===== src/rtl/stos_pkg.sv =====
// Shared types and constants for the two-requester stack arbiter.
// Holds the FSM state enum, op encodings and default sizes.
package stos_pkg;

  localparam int STOS_DATA_W_DEF = 8;
  localparam int STOS_DEPTH_DEF  = 32;

  localparam logic OP_PUSH = 1'b0;
  localparam logic OP_POP  = 1'b1;

  localparam logic GNT_A = 1'b0;
  localparam logic GNT_B = 1'b1;

  typedef enum logic [2:0] {
    IDLE,
    A_XFER,
    B_LO,
    B_HI,
    RESP
  } stos_state_t;

endpackage


===== src/rtl/stos_arbiter_arb_rr2.sv =====
// Two-way round-robin grant with its own last-grant register.
// Ports: clk, rst, en (arbitrate this cycle), req_a/req_b in; gnt_a/gnt_b out.
module arb_rr2
  import stos_pkg::*;
(
  input  logic clk,
  input  logic rst,
  input  logic en,
  input  logic req_a,
  input  logic req_b,
  output logic gnt_a,
  output logic gnt_b
);

  logic last_q;

  // On a tie the requester that was not served last wins.
  always_comb begin
    gnt_a = 1'b0;
    gnt_b = 1'b0;
    if (en) begin
      if (req_a && req_b) begin
        gnt_a = (last_q == GNT_B);
        gnt_b = (last_q == GNT_A);
      end else begin
        gnt_a = req_a;
        gnt_b = req_b;
      end
    end
  end

  // Reset to B so A wins the first tie.
  always_ff @(posedge clk or posedge rst) begin
    if (rst) begin
      last_q <= GNT_B;
    end else if (gnt_a) begin
      last_q <= GNT_A;
    end else if (gnt_b) begin
      last_q <= GNT_B;
    end
  end

endmodule


===== src/rtl/stos_arbiter.sv =====
// Arbitrates a byte stack between a data unit (A, 1 byte) and a
// call/return unit (B, 2 bytes) with occupancy and sticky error tracking.
// Ports: clk, rst; a_req/a_op/a_data -> a_ack/a_rdata;
//   b_req/b_op/b_pc -> b_ack/b_rpc; st_push/st_pop/st_data_in -> stack,
//   st_data_out <- stack; err_ovf/err_unf/err_clr; busy; occ.
module stos_arbiter
  import stos_pkg::*;
#(
  parameter int STOS_data_rozm = STOS_DATA_W_DEF,
  parameter int STOS_Rozm      = STOS_DEPTH_DEF
) (
  input  logic                          clk,
  input  logic                          rst,
  input  logic                          a_req,
  input  logic                          a_op,
  input  logic [STOS_data_rozm-1:0]     a_data,
  output logic                          a_ack,
  output logic [STOS_data_rozm-1:0]     a_rdata,
  input  logic                          b_req,
  input  logic                          b_op,
  input  logic [2*STOS_data_rozm-1:0]   b_pc,
  output logic                          b_ack,
  output logic [2*STOS_data_rozm-1:0]   b_rpc,
  output logic                          st_push,
  output logic                          st_pop,
  output logic [STOS_data_rozm-1:0]     st_data_in,
  input  logic [STOS_data_rozm-1:0]     st_data_out,
  output logic                          err_ovf,
  output logic                          err_unf,
  input  logic                          err_clr,
  output logic                          busy,
  output logic [$clog2(STOS_Rozm):0]    occ
);

  localparam int W  = STOS_data_rozm;
  localparam int OW = $clog2(STOS_Rozm) + 1;

  localparam logic [OW-1:0] DEPTH    = OW'(STOS_Rozm);
  localparam logic [OW-1:0] DEPTH_M2 = OW'(STOS_Rozm - 2);
  localparam logic [OW-1:0] ONE      = OW'(1);
  localparam logic [OW-1:0] TWO      = OW'(2);

  stos_state_t state_q, state_d;

  logic            who_q;
  logic            op_q;
  logic [2*W-1:0]  data_q;
  logic [W-1:0]    hi_q;
  logic [W-1:0]    a_rdata_q;
  logic [2*W-1:0]  b_rpc_q;
  logic [OW-1:0]   occ_q;
  logic            ovf_q;
  logic            unf_q;

  logic            gnt_a;
  logic            gnt_b;
  logic            req_op;
  logic            feasible;
  logic            load;
  logic            set_ovf;
  logic            set_unf;

  arb_rr2 u_arb (
    .clk   (clk),
    .rst   (rst),
    .en    (state_q == IDLE),
    .req_a (a_req),
    .req_b (b_req),
    .gnt_a (gnt_a),
    .gnt_b (gnt_b)
  );

  // B moves two bytes, so it needs two free slots or two entries.
  always_comb begin
    req_op   = gnt_b ? b_op : a_op;
    feasible = 1'b0;
    unique case (1'b1)
      gnt_a && (a_op == OP_PUSH): feasible = (occ_q < DEPTH);
      gnt_a && (a_op == OP_POP):  feasible = (occ_q >= ONE);
      gnt_b && (b_op == OP_PUSH): feasible = (occ_q <= DEPTH_M2);
      gnt_b && (b_op == OP_POP):  feasible = (occ_q >= TWO);
      default:                    feasible = 1'b0;
    endcase
  end

  always_ff @(posedge clk or posedge rst) begin
    if (rst) begin
      state_q <= IDLE;
    end else begin
      state_q <= state_d;
    end
  end

  always_comb begin
    state_d    = state_q;
    st_push    = 1'b0;
    st_pop     = 1'b0;
    st_data_in = '0;
    load       = 1'b0;
    set_ovf    = 1'b0;
    set_unf    = 1'b0;
    a_ack      = 1'b0;
    b_ack      = 1'b0;
    unique case (state_q)
      IDLE: begin
        if (gnt_a || gnt_b) begin
          load = 1'b1;
          if (!feasible) begin
            set_ovf = (req_op == OP_PUSH);
            set_unf = (req_op == OP_POP);
            state_d = RESP;
          end else if (gnt_a) begin
            state_d = A_XFER;
          end else begin
            state_d = B_LO;
          end
        end
      end
      A_XFER: begin
        st_push    = (op_q == OP_PUSH);
        st_pop     = (op_q == OP_POP);
        st_data_in = data_q[W-1:0];
        state_d    = RESP;
      end
      B_LO: begin
        st_push    = (op_q == OP_PUSH);
        st_pop     = (op_q == OP_POP);
        st_data_in = data_q[W-1:0];
        state_d    = B_HI;
      end
      B_HI: begin
        st_push    = (op_q == OP_PUSH);
        st_pop     = (op_q == OP_POP);
        st_data_in = data_q[2*W-1:W];
        state_d    = RESP;
      end
      RESP: begin
        a_ack   = (who_q == GNT_A);
        b_ack   = (who_q == GNT_B);
        state_d = IDLE;
      end
      default: begin
        state_d = IDLE;
      end
    endcase
  end

  // Request is captured at grant so later input changes cannot leak in.
  always_ff @(posedge clk or posedge rst) begin
    if (rst) begin
      who_q     <= GNT_A;
      op_q      <= OP_PUSH;
      data_q    <= '0;
      hi_q      <= '0;
      a_rdata_q <= '0;
      b_rpc_q   <= '0;
    end else begin
      if (load) begin
        who_q  <= gnt_b;
        op_q   <= req_op;
        data_q <= gnt_b ? b_pc : {{W{1'b0}}, a_data};
      end
      if (state_q == A_XFER && op_q == OP_POP) begin
        a_rdata_q <= st_data_out;
      end
      // High byte comes off first; b_rpc only changes once complete.
      if (state_q == B_LO && op_q == OP_POP) begin
        hi_q <= st_data_out;
      end
      if (state_q == B_HI && op_q == OP_POP) begin
        b_rpc_q <= {hi_q, st_data_out};
      end
    end
  end

  always_ff @(posedge clk or posedge rst) begin
    if (rst) begin
      occ_q <= '0;
    end else if (st_push && occ_q != DEPTH) begin
      occ_q <= occ_q + ONE;
    end else if (st_pop && occ_q != '0) begin
      occ_q <= occ_q - ONE;
    end
  end

  // A new error wins over a clear arriving in the same cycle.
  always_ff @(posedge clk or posedge rst) begin
    if (rst) begin
      ovf_q <= 1'b0;
      unf_q <= 1'b0;
    end else begin
      if (set_ovf) begin
        ovf_q <= 1'b1;
      end else if (err_clr) begin
        ovf_q <= 1'b0;
      end
      if (set_unf) begin
        unf_q <= 1'b1;
      end else if (err_clr) begin
        unf_q <= 1'b0;
      end
    end
  end

  assign a_rdata = a_rdata_q;
  assign b_rpc   = b_rpc_q;
  assign err_ovf = ovf_q;
  assign err_unf = unf_q;
  assign occ     = occ_q;
  assign busy    = (state_q != IDLE);

endmodule


===== config.mk =====
export PLATFORM = sky130hd
export DESIGN_NAME = stos_arbiter
export DESIGN_NICKNAME = d
export VERILOG_FILES = /design/src/rtl/stos_pkg.sv /design/src/rtl/stos_arbiter_arb_rr2.sv /design/src/rtl/stos_arbiter.sv
export SDC_FILE = /design/constraint.sdc
export NUM_CORES = 1
export LEC_CHECK = 0
export ABC_AREA = 1
export BUFFER_PORTS_ARGS = -buffer_cell sky130_fd_sc_hd__buf_2
export CAP_MARGIN = 20
export CORE_MARGIN = 4
export CORE_UTILIZATION = 56
export CTS_CLUSTER_SIZE = 16
export DETAILED_ROUTE_END_ITERATION = 10
export PLACE_DENSITY_LB_ADDON = 0.15
export SKIP_LAST_GASP = 1
export SYNTH_ARGS = -nofsm -noshare
export SYNTH_HDL_FRONTEND = slang
export SYNTH_SLANG_ARGS = --single-unit

===== constraint.sdc =====
create_clock -name clk -period 2.95 [get_ports clk]
set_input_delay 0.295 -clock clk [delete_from_list [all_inputs] [get_ports clk]]
set_output_delay 0.295 -clock clk [all_outputs]
set_load 0.02 [all_outputs]

==> impl_results.md <==
- Run status: completed
- Mapped cell area: 2924 um2
- Die Wd: 80.26 um
- Warnings from Yosys: 0
- Crit path kind: reg2out
- IO Port Bufs: 83
- CTS tree: built
- Min cycle time layout: 2.043 ns
- Most common cell in the netlist: nand2_1
- Initial Utilization: 0.5762
- FF-to-FF Start: state_q[2]
- Die Area: 6442 um2
- Worst Hold End: data_q[8]
- Synth area leaders: dfrtp_1, nand2_1, o21ai_0
- P per Cell Area: 1204 nW/um2
- Post-synth top cells: nand2_1, dfrtp_1, inv_1
- Maximum vdd drop: 0.0006072 V
- Core box area: 5075 um2
- Final setup vio count: 0
- Share of cells above drive strength 1: 0.3086
- WL/cell: 13.47 um
- Final worst path period share: 0.6926
- Synth area leader: dfrtp_1
- Syn Inst Count: 326
- Post-CTS sizing: 0
- RR Endpoint: err_unf
- Pin count of the biggest net entering global routing: 43
- Mapped Nets: between 300 and 400
- Layout Nets: 457
- Fraction of registers with async set/reset: 1.000
- CP Max Fanout: 9
- Fin util: 0.7086
- Setup crit start kind: flip-flop
- CP Data Required Time: 2.65 ns
- P_leak: 1.910 nW
- Worst Tran Pin Value: roughly 0.6 ns
- Synth Flop Type: dfrtp_1
- Clock-pin slew of the registers on the worst-case setup and hold paths: roughly 0.070 ns
- DRC viols: 0
- First-pass GRT wire length: 10900 um
- DR pass1 iterations: 4
- Clock latency at the later pin of the worst-skew pair: 0.33 ns
- Sequential-to-total area share from yosys stat: 0.5310
- Gr usage total: 0.2201
- Initial antenna violation count: 0
- Hold Path Class: in2reg
- DP Wirelength: between 4000 and 5000 um
- Via Count: 2481
- Root buf cell: clkbuf_8
- Layout area overhead: 22.98%
- Clock buffer depth: 2
- Num CTS Buffers: 9
- Total grt overflow: 0
- DIE HEIGHT: 80.26 um
- Highest routed layer: met4
- Final ANT Viol Nets: 0
- Met1 Wirelength: 2795 um
- CP Capture Type: primary output
- Vias in the first global route: roughly 2500
- TritonCTS Sinks: 62
- First DRT Iteration DRCs: 111
- Yosys cell types: 32
- Setup_tns: 0 ns
- Flop2flop setup slack: around 1.2 ns
- GPL Wtd Cong: 0.8848
- Core Rows: 26
- Max-Cap Viols: 0
- # IOs: 84
- Mean post-synth cell area: 8.969 um2
- Post-synth EDFFs: 0
- Yosys top cell area share: 0.5220
- Final hold violations: 0
- Final count of pins violating max slew: 0
- Max-slew headroom: 0.6006
- #FFs+latches synth: 62
- Ant. Diodes: 0
- Max Fclk: 489.4 MHz
- RSZ-0062 raised after global routing: false
- Worst hold start: b_pc[8]
- Via density: 5.084
- Htree depth: 3
- Met3 wire len: roughly 390 um
- Clk_skew: 0.006041 ns
- R2R depth: 7
- Met2 routed WL: 3285 um
- Drt total wl: roughly 6600 um
- Critical path arrival: 1.75 ns
- Worst hold path stage count: 3
## timing repair
action / CTS / global route
hold buffers: 1 / 0
buffers inserted: 0 / 0
endpoints found under the hold margin: 20 / 0
## final cells by class
class | count | area, um2
Clock inverter | 3 | 68.82
Fill cell | 416 | 1479
Timing Repair Buffer | 85 | 432.9
Tap cell | 70 | 87.58
Clock buffer | 12 | 145.1
Inverter | 41 | 156.4
Multi-Input combinational cell | 215 | 1152
Sequential cell | 62 | 1553
## placed cells by master, fill, tap and decap left out, types with 2 or more instances in the layout
cell type  netlist  final
nand2_1         92     92
buf_2            2     83
dfrtp_1         61     61
inv_1           34     33
o21ai_0         27     27
o21ai_1         22     22
nor2_1          18     18
clkbuf_8         0     10
a31oi_1          8      8
inv_2            6      7
nand3_1          7      7
nand4_1          5      5
xor2_1           4      4
nor2_4           4      4
mux2_4           4      4
mux2_2           4      4
ha_1             4      4
nor3_2           2      2
nand2_2          2      2
nand2_4          2      2
nand3_2          2      2
bufinv_16        0      2
clkbuf_1         2      2
## metal layers
| metal | track usage | vias up |
|---|---|---|
| li1 | - | 1226 |
| met1 | 0.2729 | 1169 |
| met2 | 0.3642 | 76 |
| met3 | 0.04260 | 10 |
| met4 | 0.1132 | 0 |
| met5 | 0 | - |
## cells by family (layout without fill, tap and decap cells)
kind of cell / Yosys count / in the layout / synth area share
DFF: 62 / 62 / 0.5310
and+or+nand+nor: 138 / 138 / 0.2178
buffers and inverters: 49 / 141 / 0.07488
AOI/OAI and AO/OA: 61 / 61 / 0.1113
adders and majority gates: 4 / 4 / 0.01712
xor gates and xnor gates: 4 / 4 / 0.01198
muxes: 8 / 8 / 0.03594
## worst max-delay path: stages, from the launching register on
cell,delay [ns]
dfrtp_1,0.47
nor2_2,0.17
inv_2,0.07
o21ai_2,0.35
nand2_1,0.10
o21ai_0,0.08
buf_2,0.18
## through the flow
| stage | hold slack, ns | power [mW] | cell area (um2) | setup slack (ns) | cells |
|---|---|---|---|---|---|
| final | 0.1803 | 4.330 | 3596 | 0.9069 | 488 |
| after global routing | 0.1692 | 4.681 | 3596 | 0.7822 | 488 |
| after CTS | 0.1683 | 4.370 | 3596 | 0.8861 | 488 |
| after detailed placement | 0.3202 | 3.537 | 3372 | 1.243 | 472 |
| after global placement | 0.3138 | 3.470 | 3372 | 1.309 | 472 |
| after floorplan | 0.4216 | 2.967 | 2924 | 1.115 | 326 |
## where the power goes
group          switching (mW)  internal (mW)
sequential              0.281           1.28
clock                   0.316          0.497
combinational            1.28          0.670
## registers in the layout (all words and copies together) (netlist names)
name          count
data_q           16
a_rdata           8
state_q           3
u_arb.last_q      1
op_q              1
occ               6
hi_q              8
err_unf           1
who_q             1
b_rpc            16
err_ovf           1
## worst max path at each step
stage                    start             to  depth (start not counted)
floorplan                  rst     a_rdata[0]                          1
global placement    state_q[2]  st_data_in[7]                          6
detailed placement  state_q[2]  st_data_in[5]                          6
CTS                 state_q[2]  st_data_in[5]                          6
global route        state_q[2]  st_data_in[2]                          6
finish              state_q[2]  st_data_in[5]                          6
Note: power is estimated with default switching activity, not from simulation.
